--- src/rtl/display_pkg.sv ---
// rtl/display_pkg.sv - shared state encoding and segment bit positions for the display path
package display_pkg;

  localparam logic [1:0] ST_IDLE     = 2'd0;
  localparam logic [1:0] ST_SHIFT_LO = 2'd1;
  localparam logic [1:0] ST_SHIFT_HI = 2'd2;
  localparam logic [1:0] ST_LATCH    = 2'd3;

  typedef enum logic [1:0] {
    S_IDLE     = ST_IDLE,
    S_SHIFT_LO = ST_SHIFT_LO,
    S_SHIFT_HI = ST_SHIFT_HI,
    S_LATCH    = ST_LATCH
  } state_t;

  // Bit position of each segment inside one SEG_WIDTH digit pattern
  localparam int SEG_A  = 0;
  localparam int SEG_B  = 1;
  localparam int SEG_C  = 2;
  localparam int SEG_D  = 3;
  localparam int SEG_E  = 4;
  localparam int SEG_F  = 5;
  localparam int SEG_G  = 6;
  localparam int SEG_DP = 7;

endpackage

--- src/rtl/serial_tick_gen.sv ---
// rtl/serial_tick_gen.sv - loadable down-counter giving one tick every CLK_DIV enabled cycles
module serial_tick_gen #(
  parameter int CLK_DIV = 4
) (
  input  logic i_clk,
  input  logic i_reset,
  input  logic i_load,
  input  logic i_en,
  output logic o_tick
);

  localparam int CW = $clog2(CLK_DIV + 1);
  localparam logic [CW-1:0] RELOAD = CW'(CLK_DIV - 1);

  logic [CW-1:0] r_cnt;

  always_ff @(posedge i_clk or posedge i_reset) begin
    if (i_reset) begin
      r_cnt <= RELOAD;
    end else if (i_load) begin
      r_cnt <= RELOAD;
    end else if (i_en && (r_cnt != '0)) begin
      r_cnt <= r_cnt - CW'(1);
    end
  end

  assign o_tick = i_en && (r_cnt == '0);

endmodule

--- src/rtl/seg7_frame_serializer.sv ---
// rtl/seg7_frame_serializer.sv - shifts a packed 7-segment frame out on data/clock/latch lines
// Optional self-refresh when SEG7_SER_AUTO_REFRESH_EN is defined.
module seg7_frame_serializer #(
  parameter int NUM_DIGITS     = 6,
  parameter int SEG_WIDTH      = 8,
  parameter int CLK_DIV        = 4,
  parameter int MSB_FIRST      = 1,
  parameter int REFRESH_CYCLES = 1024
) (
  input  logic                            i_clk,
  input  logic                            i_reset,
  input  logic                            i_start,
  input  logic [NUM_DIGITS*SEG_WIDTH-1:0] i_data,
  output logic                            o_busy,
  output logic                            o_done,
  output logic                            o_serial_data,
  output logic                            o_serial_clk,
  output logic                            o_serial_latch
);
  import display_pkg::*;

  localparam int B  = NUM_DIGITS * SEG_WIDTH;
  localparam int BW = $clog2(B + 1);

  state_t         r_state, w_state_next;
  logic [B-1:0]   r_shift, w_shift_next;
  logic [BW-1:0]  r_bits, w_bits_next;
  logic           r_busy, r_done, r_sdata, r_sclk, r_latch;
  logic           w_tick, w_go, w_done_next, w_bit;

`ifdef SEG7_SER_AUTO_REFRESH_EN
  localparam int IW = $clog2(REFRESH_CYCLES + 1);
  localparam logic [IW-1:0] IDLE_LAST = IW'(REFRESH_CYCLES - 1);

  logic [IW-1:0] r_idle;
  logic          w_expire;

  // Counts IDLE cycles; any frame start (requested or automatic) restarts it
  assign w_expire = (r_state == S_IDLE) && (r_idle == IDLE_LAST);
  assign w_go     = i_start || w_expire;

  always_ff @(posedge i_clk or posedge i_reset) begin
    if (i_reset) begin
      r_idle <= '0;
    end else if ((r_state != S_IDLE) || w_go) begin
      r_idle <= '0;
    end else begin
      r_idle <= r_idle + IW'(1);
    end
  end
`else
  logic w_unused_refresh;
  assign w_unused_refresh = (REFRESH_CYCLES != 0);
  assign w_go = i_start;
`endif

  serial_tick_gen #(
    .CLK_DIV (CLK_DIV)
  ) u_tick (
    .i_clk   (i_clk),
    .i_reset (i_reset),
    .i_load  (w_state_next != r_state),
    .i_en    (r_state != S_IDLE),
    .o_tick  (w_tick)
  );

  always_comb begin
    w_state_next = r_state;
    w_shift_next = r_shift;
    w_bits_next  = r_bits;
    w_done_next  = 1'b0;
    case (r_state)
      S_IDLE: begin
        if (w_go) begin
          w_state_next = S_SHIFT_LO;
          w_shift_next = i_data;
          w_bits_next  = BW'(B - 1);
        end
      end
      S_SHIFT_LO: begin
        if (w_tick) w_state_next = S_SHIFT_HI;
      end
      S_SHIFT_HI: begin
        if (w_tick) begin
          if (r_bits == '0) begin
            w_state_next = S_LATCH;
          end else begin
            w_state_next = S_SHIFT_LO;
            w_bits_next  = r_bits - BW'(1);
            w_shift_next = (MSB_FIRST != 0) ? (r_shift << 1) : (r_shift >> 1);
          end
        end
      end
      S_LATCH: begin
        if (w_tick) begin
          w_state_next = S_IDLE;
          w_done_next  = 1'b1;
        end
      end
      default: w_state_next = S_IDLE;
    endcase
  end

  assign w_bit = (MSB_FIRST != 0) ? w_shift_next[B-1] : w_shift_next[0];

  // Outputs are registered from the next state so they line up with it
  always_ff @(posedge i_clk or posedge i_reset) begin
    if (i_reset) begin
      r_state <= S_IDLE;
      r_shift <= '0;
      r_bits  <= '0;
      r_busy  <= 1'b0;
      r_done  <= 1'b0;
      r_sdata <= 1'b0;
      r_sclk  <= 1'b0;
      r_latch <= 1'b0;
    end else begin
      r_state <= w_state_next;
      r_shift <= w_shift_next;
      r_bits  <= w_bits_next;
      r_busy  <= (w_state_next != S_IDLE);
      r_done  <= w_done_next;
      r_sdata <= ((w_state_next == S_SHIFT_LO) || (w_state_next == S_SHIFT_HI)) && w_bit;
      r_sclk  <= (w_state_next == S_SHIFT_HI);
      r_latch <= (w_state_next == S_LATCH);
    end
  end

  assign o_busy         = r_busy;
  assign o_done         = r_done;
  assign o_serial_data  = r_sdata;
  assign o_serial_clk   = r_sclk;
  assign o_serial_latch = r_latch;

endmodule
--- config.mk ---
export PLATFORM = sky130hd
export DESIGN_NAME = seg7_frame_serializer
export DESIGN_NICKNAME = d
export VERILOG_FILES = /design/src/rtl/display_pkg.sv /design/src/rtl/serial_tick_gen.sv /design/src/rtl/seg7_frame_serializer.sv
export SDC_FILE = /design/constraint.sdc
export NUM_CORES = 1
export LEC_CHECK = 0
export BUFFER_PORTS_ARGS = -buffer_cell sky130_fd_sc_hd__buf_2
export CORE_UTILIZATION = 55
export DETAILED_ROUTE_END_ITERATION = 8
export MAX_ROUTING_LAYER = met4
export PLACE_DENSITY = 0.79
export SETUP_SLACK_MARGIN = 0.4
export SYNTH_ARGS = -nofsm -noshare
export SYNTH_HDL_FRONTEND = slang
export SYNTH_HIERARCHICAL = 1
export SYNTH_SLANG_ARGS = --single-unit
export TNS_END_PERCENT = 100
--- constraint.sdc ---
create_clock -name i_clk -period 4.5 [get_ports i_clk]
set_clock_uncertainty 0.2 [all_clocks]
set_input_delay 0.225 -clock i_clk [delete_from_list [all_inputs] [get_ports i_clk]]
set_output_delay 0.225 -clock i_clk [all_outputs]
set_load 0.02 [all_outputs]
==> impl_metrics.toml, run 1 <==
[clock_tree]
cts_tree = "yes"
post-cts-setup-buffers = 0
clkSinkCount = 64
cts.path.max_buffers = 2
clk_transition_reported_paths_ns = 0.07
clock_root_buffer = "sky130_fd_sc_hd__clkbuf_8"
clock_insertion_delay_worst_skew_ns = 0.33
total_clock_buffers_created_by_cts = 9
htreeDepth = 3

[sta]
min_period_ns = 2.74
worst_slew_margin_rel_pct = 34.7
report.final.setup_viol = 0
setup_tns_ns = 0
layout_worst_path_cycle_share_pct = 60.9
rsz0062_at_grt = "no"
slew_viol_final = 0
finalHoldViolations = 0
worst_pin_slew_ns = 0.977
fmax_mhz = 365

[layout]
area_of_the_multi_input_gates_sq_um = 1240
final_net_count = 397
final_area_sq_um = 3910
antenna_cells = 0
layout.area.seq_sq_um = 1600
fill_cells = 346
final_layout_size_suffix_gt1_share_pct = 24.3
area_growth_syn_to_layout_pct = 31.5

[setup_path]
crit_path_frequent_cell = "sky130_fd_sc_hd__and2_1"
critical-path-top-delay-family = "simple AND/OR/NAND/NOR gates"
worst_setup_path_end_kind = "flip-flop"
critPathSlowestCell = "sky130_fd_sc_hd__dfrtp_1"
timing.setup.critical_path_class = "reg2reg"
timing.critical_path.cells = "or2_2, and2_1, nand2_1, a211oi_4, buf_4, a2bb2oi_1, and2_1"
critical_path_required_ns = 4.57
timing.critical_path.from_type = "flip-flop"
timing.critical_path.arrival_ns = 2.81
worst-path-buf-inv = 1
worst_path_largest_cell_delay_ns = 0.62
worstPathMaxFanout = 53

[hold_path]
hp-class = "in2reg"

[power]
comb_power_share_pct = 28.9
p_seq_share_pct = 46.4
switching_power_w = 0.000658
power_frac_clock_pct = 24.7
p_int_w = 0.00150
power_switching_share_pct = 30.5
post-layout-total-power_w = 0.00216
power.density_cell_area_nw_per_um2 = 553
irDropWorstVdd_uv = 393
p_leak_nw = 2.14

[global_route]
grt_start_max_net_pins = 62
gr-usage-all-layers_pct = 23.6
grt_antenna_before_repair = 0
global_route_congestion_overflow_total = 0
first_pass_grt_wire_length_um = 9570
first_global_vias = 2171

[job]
drv_cap = 0

[yosys]
synth_compound_gate_area_share_pct = 29.9
post_synth_xor_area_fraction_pct = 0
ys_ff_latch = 64
netlist-cell-type-count = 41
syn_area_per_cell_sq_um = 12.1
yosys.area_share.adder_pct = 2.53
synth_async_sr_flop_share_pct = 100
mappedNetlistArea_sq_um = 2970
synth_flop_cell = "sky130_fd_sc_hd__dfrtp_1"
synth_cells = 245
synth_sequential_area_ratio_pct = 54.0
ys.warnings.count = 6
synth-edff-count = 0
synth_fp_nets = 302
synthSimpleGateAreaFrac_pct = 7.12
synth_top_family_by_area = "compound AO/OA/AOI/OAI gates"
muxShareOfSynthArea_pct = 1.77

[floorplan]
design.core.area_sq_um = 5140
floorplan.die.height_um = 75.5
rows = 26
floorplan.die_area_sq_um = 5700
floorplan.initialDensity_pct = 57.8
design.portCount = 56
chipWidth_um = 75.5

[place]
place.detailed.hpwl_um = 3430
buffer_ports.inserted = 55
post_dp_cell_area_sq_um = 3260
gp_congestion = 0.759

[route]
detailedRoute.firstIterationViolations = 159
via_per_inst = 5.46
wirelength_per_cell_um = 14.7
detail_route.drc_violations = 0
final_antenna_net_count = 0
drt_first_pass_iters = 4
wirelength_um = 6120
total_number_of_vias = 2265

[outcome]
status = "complete, no violations"
## cell families (layout without fill, tap and decap cells)
family                     count (synthesis)  after routing
buffers and inverters                     26            126
and+or+nand+nor                           34             34
adders and majority gates                  6              6
AOI/OAI and AO/OA                        110            110
muxes                                      5              5
DFF                                       64             64
## what timing repair did
action,in CTS,in global routing
resized for setup,0,0
endpoints found under the hold margin,105,1
hold buffers,42,1
## power groups by stage
stage / clock (W) / sequential, W / combinational (W)
global placement: 0 / 0.000997 / 0.000566
CTS: 0.000546 / 0.000997 / 0.000627
detailed placement: 0 / 0.00101 / 0.000596
global route: 0.000565 / 0.00103 / 0.000699
floorplan: 0 / 0.000973 / 0.000481
finish: 0.000533 / 0.00100 / 0.000624
## final timing paths
kind                       slack [ns]  startpoint  cells past startpoint              end
max                              1.76  r_state[1]                      7    o_serial_data
min                             0.004   i_data[6]                      3       r_shift[6]
max reg2reg                      1.76  r_state[1]                      7    o_serial_data
min reg2reg                      0.28  r_shift[9]                      1       r_shift[9]
max in group asynchronous        3.14     i_reset                      4     o_serial_clk
min in group asynchronous        0.11     i_reset                      3  u_tick/r_cnt[2]
## registers in the layout, summed over array words and instances, names as in the netlist
name and count:
r_shift 48, r_bits 6, u_tick/r_cnt 3, r_state 2, o_busy 1, o_done 1, o_serial_clk 1, o_serial_data 1
o_serial_latch 1
## routing by layer
layer	global-route usage [%]	routed length, um	share of wire, %	vias up
met2	37.3	2910	48	49
li1	-	-	-	1101
met3	6.61	273	4.5	7
met4	7.00	63	1.0	0
met1	29.7	2870	47	1108
met5	-	0	0	-
## placed cells by master (no fill, tap or decap), types with 2 or more instances in the layout
master / synthesis / layout
sky130_fd_sc_hd__nor2_1: 6 / 6
sky130_fd_sc_hd__and2_1: 2 / 2
sky130_fd_sc_hd__dfstp_2: 2 / 2
sky130_fd_sc_hd__a31oi_1: 2 / 2
sky130_fd_sc_hd__dfrtp_1: 62 / 62
sky130_fd_sc_hd__mux2_2: 2 / 2
sky130_fd_sc_hd__mux2i_1: 3 / 3
sky130_fd_sc_hd__nor3_1: 4 / 4
sky130_fd_sc_hd__nor2b_1: 2 / 2
sky130_fd_sc_hd__o21ai_0: 2 / 2
sky130_fd_sc_hd__nor3b_4: 1 / 2
sky130_fd_sc_hd__dlygate4sd3_1: 0 / 43
sky130_fd_sc_hd__clkbuf_8: 0 / 10
sky130_fd_sc_hd__bufinv_16: 0 / 2
sky130_fd_sc_hd__buf_4: 2 / 3
sky130_fd_sc_hd__nand2_1: 6 / 6
sky130_fd_sc_hd__a211o_1: 2 / 2
sky130_fd_sc_hd__nor4_1: 2 / 2
sky130_fd_sc_hd__a21oi_1: 3 / 3
sky130_fd_sc_hd__and2b_4: 2 / 2
sky130_fd_sc_hd__a21o_1: 48 / 48
sky130_fd_sc_hd__inv_1: 9 / 8
sky130_fd_sc_hd__ha_1: 6 / 6
sky130_fd_sc_hd__clkbuf_1: 6 / 3
sky130_fd_sc_hd__buf_2: 4 / 55
sky130_fd_sc_hd__a22o_1: 46 / 46
## worst reg2reg max path: cells and delay by family (launching register included)
kind	cells	cell delay [ns]
and+or+nand+nor	4	0.79
DFF	1	0.62
AOI/OAI and AO/OA	2	0.56
buffers and inverters	1	0.52
## through the flow
stage / util, % / setup WS [ns] / std cells / hold slack (ns)
finish: 76.0 / 1.76 / 415 / 0.00441
global route: 76.0 / 1.56 / 415 / 0.00592
CTS: 75.8 / 1.76 / 414 / 0.0000803
detailed placement: 63.5 / 1.76 / 356 / -0.0927
global placement: 63.5 / 1.82 / 356 / -0.0950
floorplan: - / 2.17 / 245 / -0.223
## area by class of cell
| cell class | count | area share [%] |
|---|---|---|
| inverters | 9 | 0.865 |
| repair buffers | 101 | 18.6 |
| clock buffers | 13 | 3.81 |
| well taps | 70 | 2.24 |
| multi-input cells | 155 | 31.7 |
| clock inverters | 3 | 1.67 |
| flip-flops and latches | 64 | 41.1 |
## cell usage after synthesis, types with 3 or more instances
master                     instances  area share, %
sky130_fd_sc_hd__inv_1             9            1.1
sky130_fd_sc_hd__nor2_1            6           0.76
sky130_fd_sc_hd__clkbuf_1          6           0.76
sky130_fd_sc_hd__ha_1              6            2.5
sky130_fd_sc_hd__dfrtp_1          62             52
sky130_fd_sc_hd__nor3_1            4           0.67
sky130_fd_sc_hd__a22o_1           46             14
sky130_fd_sc_hd__buf_2             4           0.67
sky130_fd_sc_hd__buf_6             4            1.5
sky130_fd_sc_hd__mux2i_1           3            1.0
sky130_fd_sc_hd__nand2_1           6           0.76
sky130_fd_sc_hd__a21oi_1           3           0.51
sky130_fd_sc_hd__a21o_1           48             12
No activity file was read; power rests on OpenSTA's default activity.
==> inputs of run 2 (changes only) <==
--- a/config.mk
+++ b/config.mk
@@ -6,10 +6,10 @@
 export NUM_CORES = 1
 export LEC_CHECK = 0
 export BUFFER_PORTS_ARGS = -buffer_cell sky130_fd_sc_hd__buf_2
-export CORE_UTILIZATION = 55
+export CORE_UTILIZATION = 50
 export DETAILED_ROUTE_END_ITERATION = 8
 export MAX_ROUTING_LAYER = met4
-export PLACE_DENSITY = 0.79
+export PLACE_DENSITY = 0.76
 export SETUP_SLACK_MARGIN = 0.4
 export SYNTH_ARGS = -nofsm -noshare
 export SYNTH_HDL_FRONTEND = slang
==> constraint.sdc (replaced) <==
create_clock -name i_clk -period 2.35 [get_ports i_clk]
set_clock_uncertainty 0.2 [all_clocks]
set_input_delay 0.1175 -clock i_clk [delete_from_list [all_inputs] [get_ports i_clk]]
set_output_delay 0.1175 -clock i_clk [all_outputs]
set_load 0.02 [all_outputs]
==> run 2 against run 1 <==
Net effect: via count up 18%; combinational power rose to 2.7 times the previous value; utilization up 4.1 points; design area up 15%; clock power up 76%; clock-buffer cell count down 2; global-route usage up 4.3 points; critical path type unchanged; highest routed layer unchanged.
==> impl_metrics.toml, run 2 (same netlist as run 1, synthesis figures left out) <==
[layout]
number_of_standard_cells_in_the_layout_taps_in_and_fillers_out = 451
utilization_pct = 80.1
final_layout_size_suffix_gt1_share_pct = 35.9
largestRegisters = "r_shift (48), r_bits (6), u_tick/r_cnt (3)"
layout.cells.most_common_list = "sky130_fd_sc_hd__dfrtp_1 (62), sky130_fd_sc_hd__buf_2 (55), sky130_fd_sc_hd__dlygate4sd3_1 (49)"
final_net_count = 435
area_growth_syn_to_layout_pct = 51.2
largest_register_ffs = 48
most_common_library_cell_in_the_layout_ignoring_fill_and_taps = "sky130_fd_sc_hd__dfrtp_1"
antenna_cells = 0
regMostFlops = "r_shift"

[floorplan]
chipWidth_um = 79.1
design.core.area_sq_um = 5610
floorplan.initialDensity_pct = 53.0
design.portCount = 56
floorplan.die_area_sq_um = 6260
rows = 27
floorplan.die.height_um = 79.1

[global_route]
grt_antenna_before_repair = 0
global_route_congestion_overflow_total = 0
grt_start_max_net_pins = 35
first_pass_grt_wire_length_um = 12700
first_global_vias = 2677
gr-usage-all-layers_pct = 27.8

[clock_tree]
clkSinkCount = 64
clock_insertion_delay_worst_skew_ns = 0.34
clock_root_buffer = "sky130_fd_sc_hd__clkbuf_8"
htreeDepth = 3
cts_tree = "yes"
cts.path.max_buffers = 2
total_clock_buffers_created_by_cts = 9
clk_transition_reported_paths_ns = 0.07

[route]
total_number_of_vias = 2662
detailedRoute.firstIterationViolations = 156
detail_route.drc_violations = 0
drt_first_pass_iters = 4
wirelength_per_cell_um = 19.0
via_per_inst = 5.90
final_antenna_net_count = 0
wirelength_um = 8560

[hold_path]
hp-class = "in2async"

[sta]
report.final.setup_viol = 0
worst_slew_margin_rel_pct = 59.1
slew_viol_final = 0
layout_worst_path_cycle_share_pct = 94.3
worst_pin_slew_ns = 0.612
min_period_ns = 2.22
final.setup.worst_slack_ns = 0.134
finalHoldViolations = 0
timing.hold.ws_ns = 0.00466
fmax_mhz = 451
setup_tns_ns = 0
rsz0062_at_grt = "yes"

[power]
p_int_w = 0.00303
p_leak_nw = 2.38
p_seq_share_pct = 41.9
comb_power_share_pct = 37.4
power_frac_clock_pct = 20.7
switching_power_w = 0.00151
irDropWorstVdd_uv = 568
power.density_cell_area_nw_per_um2 = 1010
power_switching_share_pct = 33.3

[setup_path]
crit_path_frequent_cell = "sky130_fd_sc_hd__ha_4"
worst_setup_path_end_kind = "flip-flop"
critPathSlowestCell = "sky130_fd_sc_hd__dfstp_2"
critical_path_required_ns = 2.37
worst_path_largest_cell_delay_ns = 0.54
timing.critical_path.arrival_ns = 2.23
timing.critical_path.cells = "inv_2, ha_4, ha_4, and2_4, buf_6, mux2_4, nand2_4, nor4_2, or3_1"
timing.critical_path.from_type = "flip-flop"
worst-path-buf-inv = 2
worstPathMaxFanout = 5
timing.setup.critical_path_class = "reg2reg"
critical-path-top-delay-family = "simple AND/OR/NAND/NOR gates"

[place]
buffer_ports.inserted = 55
place.detailed.hpwl_um = 3790
gp_congestion = 0.760
post-place-cells = 370
dp_worst_setup_slack_ns = -0.162

[job]
drv_cap = 0

[outcome]
status = "complete, no violations"
==> run 2: final timing paths <==
kind / start / endpoint / slack [ns] / cells past startpoint
min in group i_clk: i_data[47] / r_shift[47] / 0.03 / 3
max: u_tick/r_cnt[1] / r_bits[5] / 0.13 / 9
min: i_reset / u_tick/r_cnt[2] / 0.005 / 3
min reg2reg: r_shift[22] / r_shift[22] / 0.28 / 1
max in group asynchronous: i_reset / r_shift[12] / 1.14 / 4
max reg2reg: u_tick/r_cnt[1] / r_bits[5] / 0.13 / 9
==> run 2: what timing repair did <==
action                                 CTS  global route
endpoints found under the hold margin   78             0
hold buffers                            49             0
buffers inserted                         4             7
setup endpoints to repair               61            61
pin swaps                               23            41
resized for setup                       22            17
gates cloned                             5             4
==> run 2: power by group through the flow <==
stage	registers (W)	clock network (W)	logic [W]
2_1_floorplan	0.00187	0	0.000985
3_3_place_gp	0.00186	0	0.00127
3_5_place_dp	0.00188	0	0.00133
4_1_cts	0.00187	0.000925	0.00152
5_1_grt	0.00194	0.000981	0.00186
6_report	0.00190	0.000939	0.00170
==> run 2: metal layers <==
metal | GRT usage, % | wire length, um | vias to the layer above
li1 | - | - | 1180
met1 | 33.5 | 3670 | 1384
met2 | 44.7 | 4340 | 78
met3 | 5.86 | 332 | 20
met4 | 13.6 | 218 | 0
met5 | - | 0 | -
==> run 2: worst min-delay path: stages <==
cell and delay [ns]:
sky130_fd_sc_hd__dlygate4sd3_1 0.53, sky130_fd_sc_hd__buf_2 0.14, sky130_fd_sc_hd__inv_1 0.11
==> run 2: stage by stage <==
stage / power [W] / area (sq um)
6_report: 0.00454 / 4490
5_1_grt: 0.00478 / 4490
4_1_cts: 0.00431 / 4270
3_5_place_dp: 0.00321 / 3410
3_3_place_gp: 0.00314 / 3410
2_1_floorplan: 0.00285 / 3020
==> run 2: cell type report <==
class / count / area (sq um)
clock buffer: 11 / 151
clock inverter: 1 / 30.0
fill: 323 / 1110
inverter: 9 / 33.8
multi-input combinational: 158 / 1400
sequential: 64 / 1600
tap: 72 / 90.1
timing repair buffer: 136 / 1180
==> inputs of run 3 (changes only) <==
--- a/config.mk
+++ b/config.mk
@@ -6,13 +6,12 @@
 export NUM_CORES = 1
 export LEC_CHECK = 0
 export BUFFER_PORTS_ARGS = -buffer_cell sky130_fd_sc_hd__buf_2
-export CORE_UTILIZATION = 50
+export CORE_UTILIZATION = 49
 export DETAILED_ROUTE_END_ITERATION = 8
 export MAX_ROUTING_LAYER = met4
-export PLACE_DENSITY = 0.76
+export PLACE_DENSITY = 0.8
 export SETUP_SLACK_MARGIN = 0.4
 export SYNTH_ARGS = -nofsm -noshare
 export SYNTH_HDL_FRONTEND = slang
-export SYNTH_HIERARCHICAL = 1
 export SYNTH_SLANG_ARGS = --single-unit
 export TNS_END_PERCENT = 100
==> run 3 against run 2 <==
Net effect: critical path depth down 2; synthesized cell count down 2.0%; utilization up 2.2 points; non-clock buffer count up 3; design area down 3.4%; global-route usage up 5.1 points; sequential cell count unchanged; power up 6.2%; combinational power up 11%; critical endpoint is now r_shift[11]; highest routed layer unchanged.
==> impl_metrics.toml, run 3 <==
[layout]
antenna_cells = 0
most_common_library_cell_in_the_layout_ignoring_fill_and_taps = "sky130_fd_sc_hd__dfrtp_1"
final_net_count = 432
largestRegisters = "r_shift (48), r_bits (6), u_tick.r_cnt (3)"
final_layout_size_suffix_gt1_share_pct = 35.1
utilization_pct = 82.4
fill_cells = 276
layout.cells.most_common_list = "sky130_fd_sc_hd__dfrtp_1 (62), sky130_fd_sc_hd__buf_2 (55), sky130_fd_sc_hd__dlygate4sd3_1 (51)"
area_growth_syn_to_layout_pct = 56.9
regMostFlops = "r_shift"
largest_register_ffs = 48

[power]
irDropWorstVdd_uv = 666
p_leak_nw = 2.17
power.density_cell_area_nw_per_um2 = 1110
post-layout-total-power_w = 0.00482

[yosys]
synth_fp_nets = 295
fraction_of_synthesized_cell_area_taken_by_the_top_area_cell_type_pct = 56.1
netlist-cell-type-count = 36
synth_top_family_by_area = "compound AO/OA/AOI/OAI gates"
synthSimpleGateAreaFrac_pct = 5.70
syn_area_per_cell_sq_um = 11.5
synth_async_sr_flop_share_pct = 100
ys_ff_latch = 64
post_synth_most_frequent_cells = "sky130_fd_sc_hd__dfrtp_1 (62), sky130_fd_sc_hd__inv_1 (55), sky130_fd_sc_hd__a222oi_1 (46)"
mappedNetlistArea_sq_um = 2770
synth-edff-count = 0
post_synth_xor_area_fraction_pct = 0
synth_flop_cell = "sky130_fd_sc_hd__dfrtp_1"
synth.area.top_cells = "sky130_fd_sc_hd__dfrtp_1 (56%), sky130_fd_sc_hd__a222oi_1 (17%), sky130_fd_sc_hd__inv_1 (7.5%)"
synth_cells = 240
synth_sequential_area_ratio_pct = 58.0
synth_largest_area_cell = "sky130_fd_sc_hd__dfrtp_1"
synth_compound_gate_area_share_pct = 22.4
muxShareOfSynthArea_pct = 0.769
yosys.area_share.adder_pct = 1.81
ys.warnings.count = 0
synthMostInstantiatedCell = "sky130_fd_sc_hd__dfrtp_1"

[route]
detailedRoute.firstIterationViolations = 425
wirelength_per_cell_um = 21.9
wl_met2_um = 5150
final_antenna_net_count = 0
wirelength_met1_um = 3670
via_per_inst = 6.21
topRoutingLayerUsed = "met4"
wirelength_um = 9880
total_number_of_vias = 2806
drt_first_pass_iters = 9
detailroute.wirelength.met3_um = 715
detail_route.drc_violations = 0

[global_route]
gr-usage-all-layers_pct = 33.0
grt_antenna_before_repair = 0
global_route_congestion_overflow_total = 0
grt_start_max_net_pins = 40
first_pass_grt_wire_length_um = 14100
first_global_vias = 2829

[setup_path]
worst_path_largest_cell_delay_ns = 0.54
timing.critical_path.from_type = "flip-flop"
critPathSlowestCell = "sky130_fd_sc_hd__dfrtp_1"
timing.critical_path.cells = "nor2b_1, o311ai_4, buf_6, buf_12, buf_8, a222oi_1, inv_1"
worst_setup_path_end_kind = "flip-flop"
critical-path-top-delay-family = "compound AO/OA/AOI/OAI gates"
worst-path-buf-inv = 4
timing.setup.critical_path_class = "reg2reg"
worstPathMaxFanout = 11
critical_path_required_ns = 2.37
reg2reg_setup_slack_ns = 0.009
timing.critical_path.arrival_ns = 2.37

[sta]
setup_tns_ns = 0
rsz0062_at_grt = "yes"
layout_worst_path_cycle_share_pct = 99.6
fmax_mhz = 427
report.final.setup_viol = 0
slew_viol_final = 0
worst_slew_margin_rel_pct = 55.1
final.setup.worst_slack_ns = 0.00874
min_period_ns = 2.34
worst_pin_slew_ns = 0.673
finalHoldViolations = 0

[outcome]
status = "complete, no violations"

[floorplan]
design.core.area_sq_um = 5270
design.portCount = 56
chipWidth_um = 77.1
rows = 26
floorplan.die.height_um = 77.1
floorplan.initialDensity_pct = 52.5
floorplan.die_area_sq_um = 5950

[place]
buffer_ports.inserted = 55
dp_worst_setup_slack_ns = 0.00695
place.detailed.hpwl_um = 3770
gp_congestion = 0.802

[clock_tree]
clk_transition_reported_paths_ns = 0.07
htreeDepth = 3
total_clock_buffers_created_by_cts = 9
cts.path.max_buffers = 2
clock_root_buffer = "sky130_fd_sc_hd__clkbuf_8"
cts_tree = "yes"
clkSinkCount = 64
clock_insertion_delay_worst_skew_ns = 0.36

[job]
drv_cap = 0

[hold_path]
hp-class = "in2reg"
-- run 3: power breakdown --
| group | switching [W] | internal (W) | total (W) |
|---|---|---|---|
| registers | 0.000356 | 0.00160 | 0.00196 |
| logic | 0.000905 | 0.000981 | 0.00189 |
| clock network | 0.000437 | 0.000545 | 0.000982 |
-- run 3: layout make-up --
type                    instances  area, sq um  area share (%)
clock buffers                  13          159            3.66
clock inverters                 3         40.0           0.922
inverters                      55          206            4.76
multi-input cells             108         1060            24.5
flip-flops and latches         64         1600            36.9
well taps                      70         87.6            2.02
repair buffers                139         1180            27.2
-- run 3: timing repair --
action | in CTS | in global routing
resized for setup | 17 | 8
endpoints found under the hold margin | 81 | 0
setup buffers | 16 | 6
setup endpoints to repair | 56 | 57
cloned | 8 | 3
pin swaps | 8 | 30
hold buffers | 51 | 0
-- run 3: logic make-up after synthesis --
logic type,count (synthesis)
adders and majority gates,4
muxes,2
AOI/OAI and AO/OA,68
buffers and inverters,75
DFF,64
and+or+nand+nor,27
-- run 3: per-layer routing --
metal  track usage (%)  up-vias
met1              37.4     1387
met3              7.38       35
li1                  -     1188
met2              53.9      196
met4              18.1        0
met5                 -        -
-- run 3: worst paths after layout --
check                       startpoint               to  cells past startpoint
setup / recovery            r_state[1]      r_shift[11]                      7
hold / removal                 i_start       r_state[0]                      4
setup reg to reg            r_state[1]      r_shift[11]                      7
hold reg to reg            r_shift[23]      r_shift[24]                      2
max in group asynchronous      i_reset  u_tick.r_cnt[0]                      4
min in group asynchronous      i_reset      r_shift[29]                      3
-- run 3: worst reg2reg max path, delay by kind of cell, from the launching register on --
kind | cells | cell delay [ns]
AO/OA/AOI/OAI | 2 | 0.60
buffers and inverters | 4 | 0.53
AND/OR/NAND/NOR | 1 | 0.34
flip-flops | 1 | 0.54
-- run 3: through the flow --
stage / cells / hold slack [ns] / instance area (sq um)
after floorplan: 240 / 0.0500 / 2880
after global placement: 352 / 0.0369 / 3170
after detailed placement: 352 / 0.0466 / 3170
after CTS: 443 / 0.0388 / 4200
after global routing: 452 / 0.0653 / 4340
final: 452 / 0.0524 / 4340
